**config.mk**
```make
export PLATFORM = sky130hd
export DESIGN_NAME = eject_arbiter
export DESIGN_NICKNAME = d
export VERILOG_FILES = /design/src/rtl/eject_arbiter_pkg.sv /design/src/rtl/rr_pick.sv /design/src/rtl/eject_arbiter.sv
export SDC_FILE = /design/constraint.sdc
export NUM_CORES = 1
export LEC_CHECK = 0
export ABC_AREA = 1
export ABC_CLOCK_PERIOD_IN_PS = 5500
export CAP_MARGIN = 15
export CORE_ASPECT_RATIO = 0.9
export CORE_MARGIN = 1.5
export CORE_UTILIZATION = 30
export CTS_CLUSTER_SIZE = 16
export DETAILED_ROUTE_END_ITERATION = 10
export GPL_ROUTABILITY_DRIVEN = 0
export GPL_TIMING_DRIVEN = 1
export HOLD_SLACK_MARGIN = 0.03
export MAX_ROUTING_LAYER = met4
export SLEW_MARGIN = 5
export SYNTH_ARGS = -nofsm -noshare
export SYNTH_HDL_FRONTEND = slang
export SYNTH_SLANG_ARGS = --single-unit
```
**constraint.sdc**
```tcl
create_clock -name clk -period 5.5 [get_ports clk]
set_input_delay 0.825 -clock clk [delete_from_list [all_inputs] [get_ports clk]]
set_output_delay 0.825 -clock clk [all_outputs]
set_load 0.005 [all_outputs]
```
**src/rtl/eject_arbiter_pkg.sv**
```systemverilog
// Shared defaults and helpers for the local ejection arbiter.
// Defaults can be overridden from the build with NUM_CHANNEL, EJECT_CNT_W and EJECT_STARVE_LIMIT.
`ifndef NUM_CHANNEL
`define NUM_CHANNEL 5
`endif

`ifndef EJECT_CNT_W
`define EJECT_CNT_W 16
`endif

`ifndef EJECT_STARVE_LIMIT
`define EJECT_STARVE_LIMIT 7
`endif

package eject_arbiter_pkg;

  localparam int DEF_NUM_CH       = `NUM_CHANNEL;
  localparam int DEF_CNT_W        = `EJECT_CNT_W;
  localparam int DEF_STARVE_LIMIT = `EJECT_STARVE_LIMIT;

  // Index width that never collapses to zero bits for tiny sizes.
  function automatic int idx_width(input int n);
    return (n > 1) ? $clog2(n) : 1;
  endfunction

endpackage

```
**src/rtl/rr_pick.sv**
```systemverilog
// Combinational rotating-priority encoder: first request at or after ptr wins.
// Reusable by any port arbiter that keeps its own pointer register.
module rr_pick #(
  parameter int N     = 5,
  parameter int IDX_W = 3
) (
  input  logic [N-1:0]     req,
  input  logic [IDX_W-1:0] ptr,
  output logic [N-1:0]     grant,
  output logic [IDX_W-1:0] winner,
  output logic             any
);

  int idx;

  always_comb begin
    grant  = '0;
    winner = '0;
    any    = 1'b0;
    idx    = 0;
    for (int off = 0; off < N; off++) begin
      idx = int'(ptr) + off;
      if (idx >= N) idx = idx - N;
      if (!any && req[idx]) begin
        any        = 1'b1;
        grant[idx] = 1'b1;
        winner     = IDX_W'(idx);
      end
    end
  end

endmodule

```
**src/rtl/eject_arbiter.sv**
```systemverilog
// Local ejection arbiter: one registered one-hot grant per cycle, losers flagged for deflection.
// Optional starvation override is enabled with the EJECT_STARVE_EN macro.
module eject_arbiter
  import eject_arbiter_pkg::*;
#(
  parameter int NUM_CH       = DEF_NUM_CH,
  parameter int CNT_W        = DEF_CNT_W,
  parameter int STARVE_LIMIT = DEF_STARVE_LIMIT
) (
  input  logic              clk,
  input  logic              reset,
  input  logic [NUM_CH-1:0] eject_req,
  input  logic              local_ready,
  output logic [NUM_CH-1:0] localVector,
  output logic              local_valid,
  output logic [NUM_CH-1:0] deflect_vec,
  output logic [CNT_W-1:0]  eject_cnt
);

  localparam int PTR_W = idx_width(NUM_CH);

  logic [PTR_W-1:0]  ptr_reg, ptr_next;
  logic [NUM_CH-1:0] vec_reg, vec_next;
  logic              valid_reg, valid_next;
  logic [NUM_CH-1:0] defl_reg, defl_next;
  logic [CNT_W-1:0]  cnt_reg, cnt_next;

  logic [NUM_CH-1:0] rr_grant;
  logic [PTR_W-1:0]  rr_winner;
  logic              rr_any;

  logic [NUM_CH-1:0] win_onehot;
  logic [PTR_W-1:0]  win_idx;
  logic              grant_fire;

  rr_pick #(
    .N     (NUM_CH),
    .IDX_W (PTR_W)
  ) u_rr_pick (
    .req    (eject_req),
    .ptr    (ptr_reg),
    .grant  (rr_grant),
    .winner (rr_winner),
    .any    (rr_any)
  );

  assign grant_fire = local_ready && rr_any;

`ifdef EJECT_STARVE_EN
  localparam int AGE_W = idx_width(STARVE_LIMIT + 1);
  localparam logic [AGE_W-1:0] AGE_MAX = AGE_W'(STARVE_LIMIT);

  logic [AGE_W-1:0]  age_reg [NUM_CH];
  logic [NUM_CH-1:0] starve_vec;
  logic [NUM_CH-1:0] starve_onehot;
  logic [PTR_W-1:0]  starve_idx;

  genvar gi;
  generate
    for (gi = 0; gi < NUM_CH; gi++) begin : g_age
      assign starve_vec[gi] = eject_req[gi] && (age_reg[gi] >= AGE_MAX);

      // Age counts every lost request, blocked cycles included.
      always_ff @(posedge clk or posedge reset) begin
        if (reset) begin
          age_reg[gi] <= '0;
        end else if (eject_req[gi]) begin
          if (grant_fire && win_onehot[gi]) begin
            age_reg[gi] <= '0;
          end else if (age_reg[gi] != AGE_MAX) begin
            age_reg[gi] <= age_reg[gi] + 1'b1;
          end
        end
      end
    end
  endgenerate

  always_comb begin
    starve_onehot = '0;
    starve_idx    = '0;
    for (int i = NUM_CH - 1; i >= 0; i--) begin
      if (starve_vec[i]) begin
        starve_onehot    = '0;
        starve_onehot[i] = 1'b1;
        starve_idx       = PTR_W'(i);
      end
    end
  end

  assign win_onehot = (|starve_vec) ? starve_onehot : rr_grant;
  assign win_idx    = (|starve_vec) ? starve_idx    : rr_winner;
`else
  assign win_onehot = rr_grant;
  assign win_idx    = rr_winner;
`endif

  always_comb begin
    ptr_next   = ptr_reg;
    vec_next   = '0;
    valid_next = 1'b0;
    defl_next  = eject_req;
    cnt_next   = cnt_reg;
    if (grant_fire) begin
      vec_next   = win_onehot;
      valid_next = 1'b1;
      defl_next  = eject_req & ~win_onehot;
      ptr_next   = (win_idx == PTR_W'(NUM_CH - 1)) ? '0 : win_idx + 1'b1;
      if (cnt_reg != '1) cnt_next = cnt_reg + 1'b1;
    end
  end

  always_ff @(posedge clk or posedge reset) begin
    if (reset) begin
      ptr_reg   <= '0;
      vec_reg   <= '0;
      valid_reg <= 1'b0;
      defl_reg  <= '0;
      cnt_reg   <= '0;
    end else begin
      ptr_reg   <= ptr_next;
      vec_reg   <= vec_next;
      valid_reg <= valid_next;
      defl_reg  <= defl_next;
      cnt_reg   <= cnt_next;
    end
  end

  assign localVector = vec_reg;
  assign local_valid = valid_reg;
  assign deflect_vec = defl_reg;
  assign eject_cnt   = cnt_reg;

endmodule
```
==> out/metrics.cfg, run 1 <==
[status]
status = complete, no violations

[worst_setup_path]
path_delay_family = simple AND/OR/NAND/NOR gates
cp_max_fo = 20
required_ns = 5.64
cp_slowest_stage_delay_ns = 0.79
start_kind = flop
cp_cell_sequence = inv_2 -> ha_1 -> ha_1 -> nand2_1 -> nand4_1 -> nand2_1 -> nand2_1 -> nand2_1 -> nand2_1 -> nor2_1 -> nor2_2 -> nor2_4 -> nand2_1 -> inv_1 -> nand2_1 -> nand3_1 -> inv_1 -> ha_1 -> nand2_1 -> o21ai_0
end_kind = flop
critical_path_class = flop to flop
cpMaxStageDelayCell = dfrtp_1
cpMostUsedCell = nand2_1
cp_num_buf_inv = 3
cp.arrival_ns = 4.17

[timing]
fin_skew_ns = 0.00435
hold_viol = 0
rsz0062_at_grt = no
fin_crit_ns = 4.03
setup_viol = 0
slew_headroom_pct = 52.8
fin_tns_setup_ns = 0
tightest_slew_ns = 0.708
max_freq_mhz = 248
period_share_pct = 73.3
final_max_slew_viol_count = 0

[logic_synthesis]
yosysWarnings = 0
synth_area_um2 = 3120
async_flop_share_pct = 100
synth_edf_count = 0
synth_nets = 506
synth-seq-area-share_pct = 24.0
avgSynthCellArea_um2 = 6.60
ys_ff_latch = 30
synth_cell_types = 36
syn_inst = 473
synth_ff_type = dfrtp_1

[floorplanning]
rows = 35
coreArea_um2 = 10200
die_w_um = 111
initial_core_util_pct = 30.6
io_pins = 35
dieArea_um2 = 11000
die_h_um = 99.8

[job]
drv_cap = 0

[final_layout]
stdcell_count = 638
drive_gt1_share_pct = 9.23
n_fill_cell = 1062
n_antenna_cell = 0
area_delta_synth_final_pct = 19.6
largest_reg_flops = 16
nets = 542
fin_util_pct = 36.6

[clock_network]
cts_hold_buf = 0
cts.sinks = 30
post-cts-setup-buffers = 0
cts_buffers = 5
ctsRootBufferMaster = clkbuf_16
clk_pin_slew_ns = 0.05
insertion_delay_ns = 0.27
post_cts_resize_count = 0
cts_tree = done
ctsHtreeMaxLevel = 2
clockBufferDepth = 2

[detailed_routing]
drt_wl_total_um = 8290
vias = 3198
ant_nets = 0
dr.pass1.iters = 5
drc_errors = 0
drtIter0Drc = 245
wl_per_cell_um = 13.0
vias_per_cell = 5.01

[placement]
dp_hpwl_um = 6490
place_inst = 631
port_buffers = 34

[global_routing]
first_global_vias = 3055
grt_max_degree = 31
antenna_found_initial = 0
grt_pass1_wl_um = 14200
grt_usage_pct = 15.8
grt-ovfl-total = 0

[worst_hold_path]
min_path_type = flop to flop

cells by family (layout without fill, tap and decap cells):
group,after synthesis,count (layout),share of synthesized area (%)
AND/OR/NAND/NOR,287,287,42.6
adder cells (fa/ha/maj),25,25,10.3
flip-flops,30,30,24.0
AO/OA/AOI/OAI,47,47,9.02
XOR/XNOR,14,14,4.17
buffers and inverters,70,106,9.86
metal layers:
metal	part of all wire [%]	global-route usage, %	vias to the layer above
met3	3.6	2.29	14
met1	49	20.8	1497
met5	0	-	-
met2	46	25.4	90
li1	-	-	1597
met4	1.3	4.54	0
placed cells by master (no fill, tap or decap), drive strengths merged, types with 4 or more instances in the layout:
master and instances:
nand2 150, inv 64, nand3 55, nor2 55
clkdlybuf4s50 34, dfrtp 30, ha 24, o21ai 23
a21oi 16, nor3 10, xor2 10, nand4 8
clkbuf 6, nor4 5, xnor2 4
area by class of cell:
cell class | count | area, µm² | share of cell area, %
clock buffers | 6 | 139 | 3.72
inverters | 64 | 243 | 6.50
multi-input cells | 373 | 2060 | 55.2
flip-flops and latches | 30 | 751 | 20.1
repair buffers | 35 | 348 | 9.31
clock inverters | 1 | 30.0 | 0.804
well taps | 129 | 161 | 4.32
through the flow:
stage | instance area (µm²) | worst slack (ns) | hold slack [ns]
2_1_floorplan | 3120 | 2.41 | 0.503
3_3_place_gp | 3570 | 1.58 | 0.513
3_5_place_dp | 3570 | 1.51 | 0.526
4_1_cts | 3730 | 1.49 | 0.536
5_1_grt | 3730 | 1.08 | 0.574
6_report | 3730 | 1.47 | 0.532
cells in the mapped netlist, types with 2 or more instances:
cell / count / area [µm²]
inv_2: 4 / 15.0
nor4_1: 5 / 31.3
dfrtp_1: 30 / 751
o22ai_1: 2 / 12.5
nand4_1: 8 / 50.1
xor2_1: 9 / 78.8
a31oi_1: 2 / 12.5
nor3b_1: 2 / 15.0
xnor2_1: 4 / 35.0
nand2_2: 6 / 37.5
nand2_1: 138 / 518
inv_1: 59 / 221
o21ai_0: 14 / 70.1
nand3_1: 52 / 260
nor2_2: 8 / 50.1
a21oi_1: 15 / 75.1
o21ai_1: 4 / 20.0
nor3_1: 10 / 50.1
ha_1: 24 / 300
nor2_4: 4 / 45.0
nor2_1: 43 / 161
o21ai_2: 4 / 35.0
nand3b_1: 2 / 15.0
o21a_1: 2 / 15.0
nand3_2: 3 / 30.0
nand2_4: 6 / 67.6
buf_6: 4 / 45.0
worst min-delay path, delay by kind of cell (launching register included):
family	cells	cell delay [ns]
DFF	1	0.38
and+or+nand+nor	2	0.12
final timing paths:
path	slack, ns	cells past startpoint	to	startpoint
max	1.47	20	ptr_reg[1]$_DFFE_PP0P_	ptr_reg[0]$_DFFE_PP0P_
min	0.53	2	eject_cnt[14]$_DFFE_PP0P_	eject_cnt[14]$_DFFE_PP0P_
max reg2reg	1.47	20	ptr_reg[1]$_DFFE_PP0P_	ptr_reg[0]$_DFFE_PP0P_
min reg2reg	0.53	2	eject_cnt[14]$_DFFE_PP0P_	eject_cnt[14]$_DFFE_PP0P_
max in group asynchronous	4.29	3	eject_cnt[11]$_DFFE_PP0P_	reset
min in group asynchronous	0.93	3	localVector[0]$_DFF_PP0_	reset
Power of run 1 is left out: the tool's default activity adds up to more than one toggle a clock period on the data nets, which glitch-free logic cannot reach.
==> run 2: changes to the inputs <==
--- a/config.mk
+++ b/config.mk
@@ -6,7 +6,7 @@
 export NUM_CORES = 1
 export LEC_CHECK = 0
 export ABC_AREA = 1
-export ABC_CLOCK_PERIOD_IN_PS = 5500
+export ABC_CLOCK_PERIOD_IN_PS = 4100
 export CAP_MARGIN = 15
 export CORE_ASPECT_RATIO = 0.9
 export CORE_MARGIN = 1.5
==> constraint.sdc (replaced) <==
create_clock -name clk -period 4.1 [get_ports clk]
set_input_delay 0.615 -clock clk [delete_from_list [all_inputs] [get_ports clk]]
set_output_delay 0.615 -clock clk [all_outputs]
set_load 0.005 [all_outputs]
==> out/metrics.cfg, run 2 (synthesis gave the netlist of run 1 again) <==
[timing]
hold_viol = 0  ; unchanged
fin_crit_ns = 3.53  ; -0.500 ns
final_max_slew_viol_count = 0  ; unchanged
setup_viol = 0  ; unchanged
tightest_slew_ns = 0.526  ; -0.182 ns
period_share_pct = 86.1  ; +13 points
fin_skew_ns = 0.00358  ; -0.000770 ns
slew_headroom_pct = 64.8  ; +12 points
rsz0062_at_grt = no
fin_tns_setup_ns = 0  ; unchanged
max_freq_mhz = 283  ; +14%

[floorplanning]
rows = 35  ; unchanged
die_w_um = 111  ; unchanged
io_pins = 35  ; unchanged
coreArea_um2 = 10200  ; unchanged
dieArea_um2 = 11000  ; unchanged
die_h_um = 99.8  ; unchanged
initial_core_util_pct = 30.6  ; unchanged

[worst_setup_path]
required_ns = 4.31  ; -1.33 ns
cp.arrival_ns = 3.74  ; -0.43 ns
start_kind = flop
critical_path_class = flop to flop
end_kind = flop
cp_max_fo = 8  ; -60%

[detailed_routing]
wl_per_cell_um = 13.2  ; +1.5%
ant_nets = 0  ; unchanged
drc_errors = 0  ; unchanged
drt_wl_total_um = 8470  ; +2.1%
dr.pass1.iters = 6  ; +1
drtIter0Drc = 174  ; -29%
vias_per_cell = 4.96  ; -1.0%
vias = 3186  ; -0.38%

[final_layout]
largest_reg_flops = 16  ; unchanged
area_delta_synth_final_pct = 19.7  ; about the same
nets = 545  ; +0.55%
final_cell_mix = nand2_1 (138), inv_1 (59), nand3_1 (52)
n_antenna_cell = 0  ; unchanged
final_common_cell = nand2_1
stdcell_count = 642  ; +0.63%
drive_gt1_share_pct = 9.75  ; +0.51 points
fin_util_pct = 36.6  ; about the same

[clock_network]
cts_buffers = 5  ; unchanged
cts.sinks = 30  ; unchanged
cts_tree = done
cts_hold_buf = 0  ; unchanged
ctsRootBufferMaster = clkbuf_16
clk_pin_slew_ns = 0.05  ; about the same
post-cts-setup-buffers = 0  ; unchanged
ctsHtreeMaxLevel = 2  ; unchanged
clockBufferDepth = 2  ; unchanged
post_cts_resize_count = 0  ; unchanged
insertion_delay_ns = 0.28  ; about the same

[placement]
place_inst = 634  ; +0.48%
port_buffers = 34  ; unchanged
dp_hpwl_um = 6670  ; +2.9%

[global_routing]
grt_pass1_wl_um = 14500  ; +2.0%
first_global_vias = 3037  ; -0.59%
antenna_found_initial = 0  ; unchanged
grt-ovfl-total = 0  ; unchanged
grt_usage_pct = 16.0  ; +0.28 points
grt_max_degree = 23  ; -26%

[worst_hold_path]
min_path_type = flop to flop

[status]
status = complete, no violations

[job]
drv_cap = 0  ; unchanged

run 2: cell types whose count changed in the layout (fill, tap and decap cells not counted), sizes merged:
| cell | delta |
|---|---|
| buf | +3 |
| bufinv | -1 |
| clkbuf | +1 |
| clkinv | +1 |
run 2: final timing paths:
path | startpoint | to | slack (ns) | cells past startpoint
worst max-delay path | ptr_reg[1]$_DFFE_PP0P_ | ptr_reg[0]$_DFFE_PP0P_ | 0.57 | 21
worst min-delay path | eject_cnt[4]$_DFFE_PP0P_ | eject_cnt[4]$_DFFE_PP0P_ | 0.53 | 2
worst max register to register | ptr_reg[1]$_DFFE_PP0P_ | ptr_reg[0]$_DFFE_PP0P_ | 0.57 | 21
worst min register to register | eject_cnt[4]$_DFFE_PP0P_ | eject_cnt[4]$_DFFE_PP0P_ | 0.53 | 2
max in group asynchronous | reset | ptr_reg[1]$_DFFE_PP0P_ | 2.89 | 3
min in group asynchronous | reset | deflect_vec[0]$_DFF_PP0_ | 0.59 | 2
run 2: critical path: stages, from the launching register on:
cell,delay (ns)
dfrtp_1,0.49
inv_1,0.11
ha_1,0.24
ha_1,0.42
nand2_1,0.20
nand4_1,0.19
nand2_1,0.16
nand2_1,0.10
nor2_2,0.11
nand2_1,0.06
nor2_1,0.14
nor2_2,0.09
nor2_4,0.15
nand2_1,0.11
inv_1,0.10
nand2_1,0.06
nand3_1,0.12
inv_1,0.06
ha_1,0.19
a21oi_1,0.22
nand2_1,0.08
nand2_1,0.08
run 2: final cells by class:
| class | count | area [µm²] |
|---|---|---|
| inverter | 64 | 243 |
| sequential | 30 | 751 |
| clock buffer | 7 | 143 |
| multi-input combinational | 373 | 2060 |
| fill | 1107 | 6470 |
| clock inverter | 1 | 5.00 |
| tap | 129 | 161 |
| timing repair buffer | 38 | 370 |
run 2: per-stage QoR:
stage          setup slack (ns)  hold slack, ns  cell area [µm²]
3_5_place_dp              0.613           0.526             3590
4_1_cts                   0.601           0.539             3740
5_1_grt                   0.161           0.570             3740
2_1_floorplan              1.01           0.503             3120
3_3_place_gp              0.692           0.512             3590
6_report                  0.569           0.535             3740
run 2: layer usage:
| layer | vias up | wire length, µm | GRT usage [%] |
|---|---|---|---|
| li1 | 1603 | - | - |
| met1 | 1484 | 3960 | 21.0 |
| met2 | 90 | 4010 | 27.0 |
| met3 | 9 | 410 | 1.81 |
| met4 | 0 | 91 | 3.55 |
| met5 | - | 0 | - |
Power of run 2 is left out for the same reason.
